<file path="config.mk">
export PLATFORM = sky130hd
export DESIGN_NAME = serial_subtractor
export DESIGN_NICKNAME = d
export VERILOG_FILES = /design/src/rtl/serial_subtractor.sv
export SDC_FILE = /design/constraint.sdc
export NUM_CORES = 1
export LEC_CHECK = 0
export ABC_AREA = 1
export BUFFER_PORTS_ARGS = -buffer_cell sky130_fd_sc_hd__buf_2
export CAP_MARGIN = 20
export CORE_MARGIN = 3
export CORE_UTILIZATION = 58
export CTS_CLUSTER_SIZE = 10
export DETAILED_ROUTE_END_ITERATION = 8
export PLACE_DENSITY_LB_ADDON = 0.3
export SETUP_SLACK_MARGIN = 0.5
export SYNTH_ARGS = -nofsm -noshare
export SYNTH_HDL_FRONTEND = slang
export SYNTH_SLANG_ARGS = --single-unit
</file>
<file path="constraint.sdc">
create_clock -name clk -period 2.8 [get_ports clk]
set_input_delay 0.56 -clock clk [delete_from_list [all_inputs] [get_ports clk]]
set_output_delay 0.56 -clock clk [all_outputs]
set_load 0.01 [all_outputs]
</file>
<file path="src/rtl/serial_subtractor.sv">
// serial_subtractor: bit-serial LSB-first Y = A - B - B_in, one bit per cycle.
// Define SERIAL_SUB_OVF_EN to add the signed-overflow output OVF.
module serial_subtractor #(
  parameter int WIDTH = 8
) (
  input  logic             clk,
  input  logic             rst_n,
  input  logic             start,
  input  logic [WIDTH-1:0] A,
  input  logic [WIDTH-1:0] B,
  input  logic             B_in,
  output logic             busy,
  output logic             done,
  output logic [WIDTH-1:0] Y,
  output logic             B_out
`ifdef SERIAL_SUB_OVF_EN
  ,
  output logic             OVF
`endif
);

  localparam int CW = $clog2(WIDTH);

  typedef enum logic [1:0] {
    IDLE = 2'd0,
    RUN  = 2'd1,
    DONE = 2'd2
  } state_t;

  state_t           state_q;
  state_t           state_d;
  logic [WIDTH-1:0] a_sr;
  logic [WIDTH-1:0] b_sr;
  logic [WIDTH-1:0] r_sr;
  logic [WIDTH-1:0] r_nx;
  logic [CW-1:0]    cnt;
  logic             bw;
  logic             bw_nx;
  logic             d;
  logic             last;
  logic             accept;

  // one full-subtractor cell on the operand LSBs
  assign d      = a_sr[0] ^ b_sr[0] ^ bw;
  assign bw_nx  = (~a_sr[0] & b_sr[0])
                | (~(a_sr[0] ^ b_sr[0]) & bw);
  assign r_nx   = {d, r_sr[WIDTH-1:1]};
  assign last   = (cnt == CW'(WIDTH - 1));
  assign accept = (state_q == IDLE) && start;

  always_ff @(posedge clk or negedge rst_n) begin
    if (!rst_n) begin
      state_q <= IDLE;
    end else begin
      state_q <= state_d;
    end
  end

  always_comb begin
    state_d = state_q;
    unique case (state_q)
      IDLE:    if (start) state_d = RUN;
      RUN:     if (last) state_d = DONE;
      DONE:    state_d = IDLE;
      default: state_d = IDLE;
    endcase
  end

  always_comb begin
    busy = (state_q == RUN);
    done = (state_q == DONE);
  end

  always_ff @(posedge clk or negedge rst_n) begin
    if (!rst_n) begin
      a_sr  <= '0;
      b_sr  <= '0;
      r_sr  <= '0;
      cnt   <= '0;
      bw    <= 1'b0;
      Y     <= '0;
      B_out <= 1'b0;
    end else if (accept) begin
      a_sr <= A;
      b_sr <= B;
      bw   <= B_in;
      cnt  <= '0;
    end else if (state_q == RUN) begin
      a_sr <= a_sr >> 1;
      b_sr <= b_sr >> 1;
      r_sr <= r_nx;
      bw   <= bw_nx;
      cnt  <= cnt + CW'(1);
      // results land on the edge that enters DONE
      if (last) begin
        Y     <= r_nx;
        B_out <= bw_nx;
      end
    end
  end

`ifdef SERIAL_SUB_OVF_EN
  // borrow into the MSB cell vs. borrow out of it
  always_ff @(posedge clk or negedge rst_n) begin
    if (!rst_n) begin
      OVF <= 1'b0;
    end else if (state_q == RUN && last) begin
      OVF <= bw ^ bw_nx;
    end
  end
`endif

endmodule

</file>
Word level (Yosys, flattened, before mapping)
Cells that the tools add are included. W data, S select, Z words.

Register bits: 39. Latch bits: 0. Bits in writable memories: 0. Memory bits (read-only): 0. Output and inout bits: 11. Memories kept: 0.

$add $sub $neg: 1. $mul: 0. Divide/modulo/power cells: 0. Magnitude comparators: 0. Eq/ne operators: 5. Shift-type cells: 0. Muxes and demuxes: 11. Bitwise operators: 8. Reduce and logical (&&, ||, !) cells: 6.

Operator list (number): $mux W8 (4); $mux W3 (2); $mux W2 (2); $pmux W2 S2 (1); $reduce_and A2 Y1 (2); $add A3 B1 Y3 const B (1); $eq A3 B3 Y1 const B (1); $not A1 Y1 (3); $reduce_and A3 Y1 (1); $and A1 B1 Y1 (2); $eq A2 B1 Y1 const B (1); $eq A2 B2 Y1 const B (1); $logic_not A2 Y1 (1); $mux W1 (2); $ne A2 B1 Y1 const B (1); $ne A2 B2 Y1 const B (1); $reduce_bool A2 Y1 (1); $xor A1 B1 Y1 (2); $logic_and A1 B1 Y1 (1); $or A1 B1 Y1 (1).

Longest topological paths before layout
Word-level depth: 6. Gate-level depth with buffers: 6.

Least setup slack after synthesis
No wires, ideal clock.

Kind: register to output. Start: register state_q[0]. End: output busy. Data arrival time: 0.814 ns. Required time: 2.240 ns. Slack: 1.426 ns. Stages on the path, launching flop included: 4. Path buffers: 1. Path through: dfrtp_1 -> inv_1 -> nor2_4 -> buf_4.

Word-level cells in the longest chain between the ends: 1.

Ends and longest elaborated chain: from (decl) (line 30) `state_t state_q;`; from (signal assigned) (line 55) `state_q <= state_d;`; $eq A2 B1 Y1 (line 70) `busy = (state_q == RUN);`; to (decl) (line 12) `output logic busy,`.

Every way passes these cells.

Worst setup path after layout
Same ends and word-level chain as after synthesis.

==> flow_metrics.py <==
metrics = {
    "route": {
        "drtAntennaViolNets": 0,
        "via_per_inst": 5.41,
        "drc": 0,
        "routed_wl_um": 3140,
        "wl_per_cell_um": 12.9,
        "initialDrtViolationCount": 75,
        "vias": 1320,
        "drtPass1Iterations": 4,
    },
    "floorplanning": {
        "die_x_um": 59.4,
        "die_h_um": 59.4,
        "initial_core_util": 0.639,
        "design.core.area_sq_um": 2590,
        "dieArea_sq_um": 3530,
        "rows": 18,
        "io_pins": 31,
    },
    "worst_setup_path": {
        "cp.required_ps": 2240,
        "slowest_stage": "dfrtp_1",
        "worstPathCellList": "inv_1 -> nor2_4 -> buf_2",
        "ff2ff_setup_slack_ps": 1170,
        "crit_path_max_fanout": 6,
        "cp-end-kind": "primary output",
        "reg2regPathDepth": 5,
        "cpPeakStageDelay_ps": 480,
        "r2r-end": "B_out",
        "cp.arrival_ps": 1160,
        "startpoint": "state_q[0]",
        "critPathLaunchType": "flop",
        "critPathKind": "reg2out",
        "rr_startpoint": "state_q[1]",
    },
    "cells_and_area": {
        "area_growth_pct": 14.3,
        "insertedDiodeCount": 0,
        "drive_gt1_frac": 0.201,
        "mostFrequentLayoutCell": "nand2_1",
        "nFillCells": 195,
        "nNetsFinal": 236,
        "final_cell_mix": "nand2_1 (60), nand3_1 (50), dfrtp_1 (38)",
        "fin_util": 0.730,
        "fin_area_sq_um": 1890,
    },
    "timing": {
        "hold_ws_ps": 282,
        "slew-limit-headroom": 0.442,
        "period_minus_slack_ps": 1720,
        "fmax_mhz": 580,
        "hold_violations": 0,
        "tightest_slew_ps": 834,
        "rsz0062_at_grt": "no",
        "maxSlewViolCount": 0,
        "setup_viol": 0,
        "finalCritPeriodShare": 0.615,
        "fin_skew_ps": 12.8,
        "fin_tns_setup_ps": 0,
    },
    "global_route": {
        "antenna_found_initial": 0,
        "grt_max_degree": 39,
        "overflow": 0,
        "first_global_vias": 1249,
        "grt_pass1_wl_um": 5550,
        "grt_usage": 0.216,
    },
    "clocking": {
        "tritoncts": "yes",
        "path_clk_slew_ps": 120,
        "h-tree-depth": 2,
        "cts_resized": 0,
        "cts.sinks": 38,
        "clockBufferDepth": 2,
        "cts_buffers": 5,
        "postCtsHoldBufs": 0,
        "post_cts_buffers": 0,
        "clock_latency_ps": 350,
        "cts_root_buf": "clkbuf_4",
    },
    "synthesis": {
        "ys_warn_count": 0,
        "synth.distinct_cells": 17,
        "synthCells": 185,
        "syn-num-nets": 208,
        "yosys_register_bits": 38,
        "mappedNetlistArea_sq_um": 1650,
        "synth-seq-area-share": 0.575,
        "synth.avg_cell_area_sq_um": 8.94,
    },
    "status": {
        "outcome": "finished clean",
    },
    "placed_design": {
        "dpl.hpwl_um": 2070,
        "numPortBuffers": 30,
        "globalplace.congestion": 0.767,
        "placed_cell_area_sq_um": 1780,
    },
    "power_and_ir_drop": {
        "power.density_nw_per_um2": 1140,
        "p_leak_nw": 1.01,
        "peakVddDrop_mv": 0.855,
        "p_total_w": 0.00215,
    },
    "min_path": {
        "hold_class": "in2async",
    },
    "flow_run": {
        "maxCapViolCount": 0,
    },
}
[synthesized netlist by cell type]
cell type,n,area share
fa_1,1,0.012
a22oi_1,1,0.0045
nand2_1,60,0.14
o21ai_0,7,0.021
nor2_2,1,0.0038
buf_6,1,0.0068
nor2_1,3,0.0068
nand2_2,2,0.0076
buf_4,4,0.018
clkbuf_2,1,0.0030
ha_1,2,0.015
buf_2,3,0.0091
inv_1,9,0.020
buf_1,1,0.0023
nand3_1,50,0.15
nor2_4,1,0.0068
dfrtp_1,38,0.57
[worst max-delay path: cells and delay by family, from the launching register on]
kind	cells	cell delay (ps)
flip-flops	1	480
buffers and inverters	2	240
AND/OR/NAND/NOR	1	100
[worst max path at each step]
| stage | endpoint | cells past startpoint |
|---|---|---|
| final | busy | 3 |
| after global routing | busy | 3 |
| after CTS | busy | 3 |
| after detailed placement | cnt[0] | 4 |
| after global placement | b_sr[1] | 4 |
| after floorplan | busy | 3 |
[power breakdown]
part / internal (W) / total [W] / switching, W
Sequential: 0.000786 / 0.000924 / 0.000138
Combinational: 0.000274 / 0.000761 / 0.000488
Clock: 0.000279 / 0.000468 / 0.000189
Total: 0.00134 / 0.00215 / 0.000815
[flip-flops by register name, indices dropped and copies added, names as in the netlist]
| register | count |
|---|---|
| B_out | 1 |
| state_q | 2 |
| b_sr | 8 |
| bw | 1 |
| a_sr | 8 |
| r_sr | 7 |
| Y | 8 |
| cnt | 3 |
[final cells by class]
cell class | instances | area [sq um] | share of cell area
multi-input combinational | 128 | 604 | 0.320
timing repair buffer | 31 | 158 | 0.0834
inverter | 9 | 33.8 | 0.0179
tap | 30 | 37.5 | 0.0199
clock inverter | 3 | 68.8 | 0.0364
clock buffer | 5 | 37.5 | 0.0199
sequential | 38 | 951 | 0.503
[per-stage QoR]
stage	worst slack, ps	instances
global placement	1080	236
finish	1080	244
global route	996	244
detailed placement	1020	236
CTS	1060	244
floorplan	1430	185
[layer usage]
layer  track usage  wire length (um)
met1         0.282              1390
met2         0.332              1480
met3        0.0850               233
met4        0.0647                39
met5             0                 0
[kinds of logic after synthesis]
group,after synthesis,synth area share
AOI/OAI and AO/OA,8,0.0257
adders and majority gates,3,0.0272
buffers and inverters,19,0.0597
DFF,38,0.575
and+or+nand+nor,117,0.312
Note: power is estimated with default switching activity, not from simulation.
